**src/rtl/alu_result_fifo.sv**
```systemverilog
// Result-capture stage behind the 4-bit ALU: accumulator feedback register,
// show-ahead history FIFO of {data,flags}, and sticky overflow/drop error bits.
module alu_result_fifo #(
    parameter  int DEPTH = 4,
    localparam int CW    = $clog2(DEPTH + 1),
    localparam int AW    = $clog2(DEPTH)
) (
    input  logic          clk_i,
    input  logic          reset_i,
    input  logic          clr_i,
    input  logic          res_valid_i,
    output logic          res_ready_o,
    input  logic [3:0]    res_data_i,
    input  logic [3:0]    res_flags_i,
    output logic [3:0]    acc_out_o,
    output logic [3:0]    acc_flags_o,
    output logic          rd_valid_o,
    input  logic          rd_pop_i,
    output logic [3:0]    rd_data_o,
    output logic [3:0]    rd_flags_o,
    output logic [CW-1:0] count_o,
    output logic          sticky_v_o,
    output logic          drop_err_o
);

    logic [7:0]    mem_q [DEPTH];
    logic [AW-1:0] wr_ptr_q, wr_ptr_d;
    logic [AW-1:0] rd_ptr_q, rd_ptr_d;
    logic [CW-1:0] count_q, count_d;
    logic [3:0]    acc_out_q, acc_out_d;
    logic [3:0]    acc_flags_q, acc_flags_d;
    logic          sticky_v_q, sticky_v_d;
    logic          drop_err_q, drop_err_d;
    logic          push_s;
    logic          pop_s;
    logic          wr_en_s;
    logic [7:0]    head_s;

    // Handshake is derived from registered count only, so a pop never opens a full FIFO in the same cycle
    assign res_ready_o = (count_q != CW'(DEPTH));
    assign rd_valid_o  = (count_q != {CW{1'b0}});
    assign push_s      = res_valid_i && res_ready_o;
    assign pop_s       = rd_pop_i && rd_valid_o;
    assign wr_en_s     = push_s && !clr_i;
    assign head_s      = rd_valid_o ? mem_q[rd_ptr_q] : 8'h00;

    assign rd_data_o   = head_s[7:4];
    assign rd_flags_o  = head_s[3:0];
    assign acc_out_o   = acc_out_q;
    assign acc_flags_o = acc_flags_q;
    assign count_o     = count_q;
    assign sticky_v_o  = sticky_v_q;
    assign drop_err_o  = drop_err_q;

    // Next-state logic for pointers, count, accumulator and error bits
    always_comb begin
        wr_ptr_d    = wr_ptr_q;
        rd_ptr_d    = rd_ptr_q;
        count_d     = count_q;
        acc_out_d   = acc_out_q;
        acc_flags_d = acc_flags_q;
        sticky_v_d  = sticky_v_q;
        drop_err_d  = drop_err_q;
        if (clr_i) begin
            wr_ptr_d    = {AW{1'b0}};
            rd_ptr_d    = {AW{1'b0}};
            count_d     = {CW{1'b0}};
            acc_out_d   = 4'h0;
            acc_flags_d = 4'h0;
            sticky_v_d  = 1'b0;
            drop_err_d  = 1'b0;
        end else begin
            if (push_s) begin
                wr_ptr_d    = wr_ptr_q + AW'(1);
                acc_out_d   = res_data_i;
                acc_flags_d = res_flags_i;
                sticky_v_d  = sticky_v_q | res_flags_i[0];
            end else if (res_valid_i) begin
                drop_err_d  = 1'b1;
            end else begin
                drop_err_d  = drop_err_q;
            end
            if (pop_s) begin
                rd_ptr_d = rd_ptr_q + AW'(1);
            end else begin
                rd_ptr_d = rd_ptr_q;
            end
            case ({push_s, pop_s})
                2'b10:   count_d = count_q + CW'(1);
                2'b01:   count_d = count_q - CW'(1);
                default: count_d = count_q;
            endcase
        end
    end

    // Control state registers with asynchronous reset
    always_ff @(posedge clk_i or posedge reset_i) begin
        if (reset_i) begin
            wr_ptr_q    <= {AW{1'b0}};
            rd_ptr_q    <= {AW{1'b0}};
            count_q     <= {CW{1'b0}};
            acc_out_q   <= 4'h0;
            acc_flags_q <= 4'h0;
            sticky_v_q  <= 1'b0;
            drop_err_q  <= 1'b0;
        end else begin
            wr_ptr_q    <= wr_ptr_d;
            rd_ptr_q    <= rd_ptr_d;
            count_q     <= count_d;
            acc_out_q   <= acc_out_d;
            acc_flags_q <= acc_flags_d;
            sticky_v_q  <= sticky_v_d;
            drop_err_q  <= drop_err_d;
        end
    end

    // History storage; contents survive reset and clear since the pointers define validity
    always_ff @(posedge clk_i) begin
        if (wr_en_s) begin
            mem_q[wr_ptr_q] <= {res_data_i, res_flags_i};
        end
    end

endmodule

```
**config.mk**
```make
export PLATFORM = sky130hd
export DESIGN_NAME = alu_result_fifo
export DESIGN_NICKNAME = d
export VERILOG_FILES = /design/src/rtl/alu_result_fifo.sv
export SDC_FILE = /design/constraint.sdc
export NUM_CORES = 1
export LEC_CHECK = 0
export ABC_CLOCK_PERIOD_IN_PS = 2800
export CORE_UTILIZATION = 48
export CTS_CLUSTER_SIZE = 10
export DETAILED_ROUTE_END_ITERATION = 10
export PLACE_DENSITY_LB_ADDON = 0.1
export SETUP_SLACK_MARGIN = 0.05
export SYNTH_ARGS = -nofsm -noshare
export SYNTH_HDL_FRONTEND = slang
export SYNTH_SLANG_ARGS = --single-unit
```
**constraint.sdc**
```tcl
create_clock -name clk_i -period 2.8 [get_ports clk_i]
set_input_delay 0.56 -clock clk_i [delete_from_list [all_inputs] [get_ports clk_i]]
set_output_delay 0.56 -clock clk_i [all_outputs]
set_load 0.03 [all_outputs]
```
==> impl_metrics.py, run 1 <==
metrics = {
    "run_status": {
        "status": "finished clean",
    },
    "route": {
        "drtIter0Drc": 97,
        "firstDrtPassIters": 5,
        "antenna_left": 0,
        "routedWlPerCell_um": 17.6,
        "drc": 0,
        "routed_wl_mm": 4.45,
        "vias": 1419,
        "viasPerCell": 5.61,
    },
    "synth": {
        "async_flop_share_pct": 34.7,
        "syn-instance-count": 159,
        "synth_area_um2": 2190,
        "yosys_warnings": 0,
        "avgSynthCellArea_um2": 13.8,
        "syn-num-nets": 177,
        "yosys-top-cells-area": "edfxtp_1 (44%), dfrtp_1 (19%), mux4_2 (8.2%)",
        "synth.distinct_cells": 36,
        "synth-seq-cells": 49,
        "yosysTopAreaCell": "edfxtp_1",
        "yosysMostFrequentCell": "edfxtp_1",
        "synth_top_cell_area_share_pct": 43.9,
        "synth_common_cells": "edfxtp_1 (32), dfrtp_1 (17), a21oi_1 (14), nand3_1 (12), o21ai_0 (10)",
        "ys_seq_area_share_pct": 63.3,
        "synth_flop_cell": "edfxtp_1",
        "synth_edf_count": 32,
    },
    "finish": {
        "final_cell_area_um2": 2760,
        "final_cells": 253,
        "synthToLayoutAreaGrowth_pct": 26.0,
        "nNetsFinal": 218,
        "n_antenna_cell": 0,
        "drive_gt1_share_pct": 15.4,
    },
    "worst_setup_path": {
        "start_kind": "register",
        "cp_max_fo": 8,
        "cp.required_ns": 2.24,
        "cpMaxStageDelayCell": "clkdlybuf4s50_1",
        "path_cells": "buf_12, mux4_2, nor2b_1, clkdlybuf4s50_1",
        "endpoint_kind": "primary output",
        "crit_path_max_incr_delay_ns": 0.59,
        "crit_type": "register to primary output",
        "cp.arrival_ns": 2.10,
    },
    "cts": {
        "cts-root-buf": "clkbuf_8",
        "clk_pin_slew_worst_paths_ns": 0.09,
        "clock-sinks": 49,
        "cts_resized": 0,
        "post_cts_buffers": 0,
        "cts_max_level": 2,
        "clkLatencyLatePin_ns": 0.30,
        "cts_tree": "yes",
        "cts_made_buffers": 5,
        "hold_buffers": 0,
        "clk_path_buf_depth": 2,
    },
    "global_routing": {
        "grt_pass1_vias": 1432,
        "grtUsageTotal_pct": 20.1,
        "overflow": 0,
        "grt_pass1_wl_mm": 7.33,
        "antenna_found_initial": 0,
        "grt_max_degree": 22,
    },
    "power": {
        "power_density_nw_per_um2": 602,
        "power_frac_seq_pct": 50.0,
        "vdd_drop_max_mv": 0.320,
        "combPwrFrac_pct": 20.1,
        "p_sw_share_pct": 26.7,
        "switching_power_mw": 0.443,
        "p_clk_share_pct": 29.9,
        "p_total_mw": 1.66,
        "total_leakage_power_nw": 1.09,
        "power.internal_mw": 1.22,
    },
    "timing": {
        "rsz0062_at_grt": "no",
        "drv_slew": 0,
        "setup_tns_ns": 0,
        "setup_viol": 0,
        "worst_pin_slew_ns": 0.668,
        "fin_crit_sh_pct": 95.0,
        "fin_crit_ns": 2.66,
        "fmax_ghz": 0.376,
        "fin_skew_ns": 0.00412,
        "max_slew_margin_pct": 55.4,
        "hold_viol_final": 0,
        "hold_ws_ns": 0.524,
    },
    "place": {
        "placed_area_um2": 2640,
        "portBuffers": 35,
        "dpl.hpwl_mm": 3.01,
        "gp_congestion": 0.792,
        "placed_cells": 245,
    },
    "floorplanning": {
        "die_w_um": 69.6,
        "core.rowCount": 24,
        "ios": 36,
        "die_h_um": 69.6,
        "fp.dieArea_um2": 4840,
        "start_util_pct": 50.0,
        "fp.coreArea_um2": 4380,
    },
    "worst_hold_path": {
        "hp-class": "register to register",
    },
    "job": {
        "cap_violations": 0,
    },
}
## stage by stage
step                utilization, %  setup WS (ns)
CTS                           62.6          0.105
global route                  63.0         0.0511
detailed placement            60.1          0.406
global placement              60.1          0.460
finish                        63.0          0.139
floorplan                        -          0.440
## path summary, 6_finish.rpt
check                       startpoint            to  slack (ns)  depth (start not counted)
max in group asynchronous      reset_i   rd_ptr_q[0]        1.72                          2
max                        rd_ptr_q[0]  rd_data_o[3]        0.14                          4
min in group asynchronous      reset_i   wr_ptr_q[1]        0.66                          2
min                         drop_err_o    drop_err_o        0.52                          2
min reg2reg                 drop_err_o    drop_err_o        0.52                          2
max reg2reg                 count_o[0]    count_o[2]        0.51                          5
## kinds of logic (layout without fill, tap and decap cells)
family / Yosys count / in the layout / synth area share (%)
fa+ha+maj: 5 / 5 / 3.20
simple gates: 39 / 39 / 10.3
buf+inv: 21 / 63 / 4.57
mux: 9 / 9 / 8.74
flops: 49 / 49 / 63.3
compound gates: 33 / 33 / 8.74
xor+xnor: 3 / 3 / 1.20
## state kept, by name (all words and copies together) (netlist names)
name and count:
acc_flags_o 4, acc_out_o 4, count_o 3, drop_err_o 1, mem_q 32, rd_ptr_q 2
sticky_v_o 1, wr_ptr_q 2
## routing by layer
metal / global-route usage [%] / vias up / part of all wire, % / routed length, µm
met1: 27.6 / 714 / 44 / 1970
met3: 5.38 / 4 / 4.7 / 210
li1: - / 665 / - / -
met4: 6.12 / 0 / 0.94 / 42
met5: 0 / - / 0 / 0
met2: 31.6 / 36 / 50 / 2220
## critical path: cells and delay by family (launching register included)
kind | cells | cell delay [ns]
buffers and inverters | 2 | 0.75
multiplexers | 1 | 0.48
AND/OR/NAND/NOR | 1 | 0.14
flip-flops | 1 | 0.42
## placed cells by master, fill, tap and decap left out, drive strengths merged, types with 8 or more instances in the layout
master	count
a21oi	14
dfrtp	17
buf	11
clkdlybuf4s50	29
o21ai	10
inv	9
nand3	12
mux4	8
nor2b	8
edfxtp	32
## power by group through the flow
stage | combinational [mW] | sequential [mW] | clock (mW)
2_1_floorplan | 0.190 | 0.855 | 0
3_3_place_gp | 0.331 | 0.845 | 0
3_5_place_dp | 0.339 | 0.847 | 0
4_1_cts | 0.340 | 0.831 | 0.511
5_1_grt | 0.358 | 0.836 | 0.542
6_report | 0.333 | 0.831 | 0.497
## layout make-up
| type | count | area [µm²] |
|---|---|---|
| clock buffer | 5 | 68.8 |
| multi-input combinational | 89 | 704 |
| sequential | 49 | 1390 |
| timing repair buffer | 46 | 460 |
| tap | 52 | 65.1 |
| fill | 344 | 1620 |
| inverter | 9 | 33.8 |
| clock inverter | 3 | 41.3 |
No activity file was read; power rests on OpenSTA's default activity.
==> run 2: changes to the inputs <==
--- a/config.mk
+++ b/config.mk
@@ -6,7 +6,7 @@
 export NUM_CORES = 1
 export LEC_CHECK = 0
 export ABC_CLOCK_PERIOD_IN_PS = 2800
-export CORE_UTILIZATION = 48
+export CORE_UTILIZATION = 52
 export CTS_CLUSTER_SIZE = 10
 export DETAILED_ROUTE_END_ITERATION = 10
 export PLACE_DENSITY_LB_ADDON = 0.1
==> run 2 against run 1 <==
  * Fmax up 0.25%
  * Global-route usage is 1.4 points higher
  * Register-to-register slack about the same
  * Highest routed layer unchanged
  * Clock skew up 0.0046 ns
  * Critical path depth did not move
==> impl_metrics.py, run 2 (synthesized netlist as in run 1, its figures left out) <==
metrics = {
    "run_status": {
        "status": "finished clean",
    },
    "cts": {
        "cts_made_buffers": 5,
        "hold_buffers": 0,
        "cts_tree": "yes",
        "post_cts_buffers": 0,
        "clock-sinks": 49,
        "clkLatencyLatePin_ns": 0.31,
        "cts_max_level": 2,
        "clk_pin_slew_worst_paths_ns": 0.10,
        "clk_path_buf_depth": 2,
        "cts-root-buf": "clkbuf_8",
    },
    "global_routing": {
        "grtUsageTotal_pct": 21.5,
        "antenna_found_initial": 0,
        "grt_pass1_vias": 1351,
        "grt_pass1_wl_mm": 6.82,
        "grt_max_degree": 22,
        "overflow": 0,
    },
    "floorplanning": {
        "ios": 36,
        "core.rowCount": 23,
        "die_w_um": 66.9,
        "fp.coreArea_um2": 4030,
        "die_h_um": 66.9,
        "start_util_pct": 54.4,
        "fp.dieArea_um2": 4480,
    },
    "worst_setup_path": {
        "endpoint_kind": "primary output",
        "worst-r2r-cell-count": 5,
        "cp_max_fo": 10,
        "cp.required_ns": 2.24,
        "cp.arrival_ns": 2.09,
        "start_kind": "register",
        "crit_type": "register to primary output",
    },
    "timing": {
        "fin_crit_ns": 2.65,
        "worst_pin_slew_ns": 0.658,
        "setup_tns_ns": 0,
        "fin_crit_sh_pct": 94.8,
        "max_slew_margin_pct": 56.1,
        "rsz0062_at_grt": "no",
        "fin_skew_ns": 0.00875,
        "fmax_ghz": 0.377,
        "hold_ws_ns": 0.518,
        "hold_viol_final": 0,
        "drv_slew": 0,
        "setup_viol": 0,
        "fin_ws_ns": 0.145,
    },
    "worst_hold_path": {
        "hp-class": "register to register",
        "hold_depth": 2,
    },
    "finish": {
        "drive_gt1_share_pct": 15.9,
        "n_antenna_cell": 0,
        "synthToLayoutAreaGrowth_pct": 24.7,
        "nNetsFinal": 218,
        "multiInputGateArea_um2": 704,
        "final_cell_area_um2": 2730,
        "ff_latch_area_um2": 1390,
        "layout_common_cells": "edfxtp_1 (32), clkdlybuf4s50_1 (28), dfrtp_1 (17)",
        "regMostFlops": "mem_q",
        "layout_commonest_cell": "edfxtp_1",
        "largest_reg_flops": 32,
        "final_core_util_pct": 67.8,
        "n_fill_cell": 318,
        "final_cells": 251,
    },
    "power": {
        "vdd_drop_max_mv": 0.403,
        "power_density_nw_per_um2": 581,
        "total_leakage_power_nw": 1.10,
        "p_total_mw": 1.59,
    },
    "place": {
        "placed_area_um2": 2620,
        "post-place-ws_ns": 0.382,
        "placed_cells": 243,
        "gp_congestion": 0.786,
        "portBuffers": 35,
        "dpl.hpwl_mm": 2.99,
    },
    "job": {
        "cap_violations": 0,
    },
    "route": {
        "routed_wl_mm": 4.33,
        "drc": 0,
        "routedWlPerCell_um": 17.2,
        "vias": 1396,
        "firstDrtPassIters": 4,
        "drtIter0Drc": 37,
        "viasPerCell": 5.56,
        "antenna_left": 0,
    },
}
-- run 2: worst max-delay path, cell delays in order, from the launching register on --
cell and delay, ns:
dfrtp_1 0.34, buf_4 0.22, mux4_2 0.51, nor2b_1 0.14, clkdlybuf4s50_1 0.58
-- run 2: worst paths after layout --
kind	start	end	slack, ns
max in group asynchronous	reset_i	acc_flags_o[1]	1.74
worst max-delay path	rd_ptr_q[0]	rd_flags_o[1]	0.15
worst min-delay path	drop_err_o	drop_err_o	0.52
min in group asynchronous	reset_i	acc_flags_o[0]	0.63
worst min register to register	drop_err_o	drop_err_o	0.52
worst max register to register	count_o[0]	count_o[2]	0.50
-- run 2: power breakdown --
| part | switching [mW] | internal, mW | total (mW) | leakage, nW |
|---|---|---|---|---|
| registers | 0.0262 | 0.802 | 0.828 | 0.519 |
| clock network | 0.250 | 0.182 | 0.432 | 0.0423 |
| logic | 0.180 | 0.147 | 0.327 | 0.536 |
| total | 0.457 | 1.13 | 1.59 | 1.10 |
-- run 2: what timing repair did --
| action | in CTS | in global routing |
|---|---|---|
| hold endpoints to repair | 0 | 0 |
| endpoints found under the setup margin | 0 | 7 |
| resized for setup | 0 | 7 |
-- run 2: metal layers --
metal / vias up / share of wire [%] / routed length (µm) / GRT usage [%]
met1: 691 / 44 / 1920 / 27.7
met4: 0 / 1.2 / 53 / 8.51
met3: 6 / 4.1 / 177 / 4.28
met5: - / 0 / 0 / 0
li1: 666 / - / - / -
met2: 33 / 50 / 2180 / 35.5
-- run 2: cell type report --
| cell class | instances | share of cell area, % |
|---|---|---|
| sequential | 49 | 50.7 |
| timing repair buffer | 46 | 16.5 |
| multi-input combinational | 89 | 25.8 |
| tap | 50 | 2.29 |
| clock buffer | 5 | 2.52 |
| clock inverter | 3 | 0.962 |
| inverter | 9 | 1.24 |
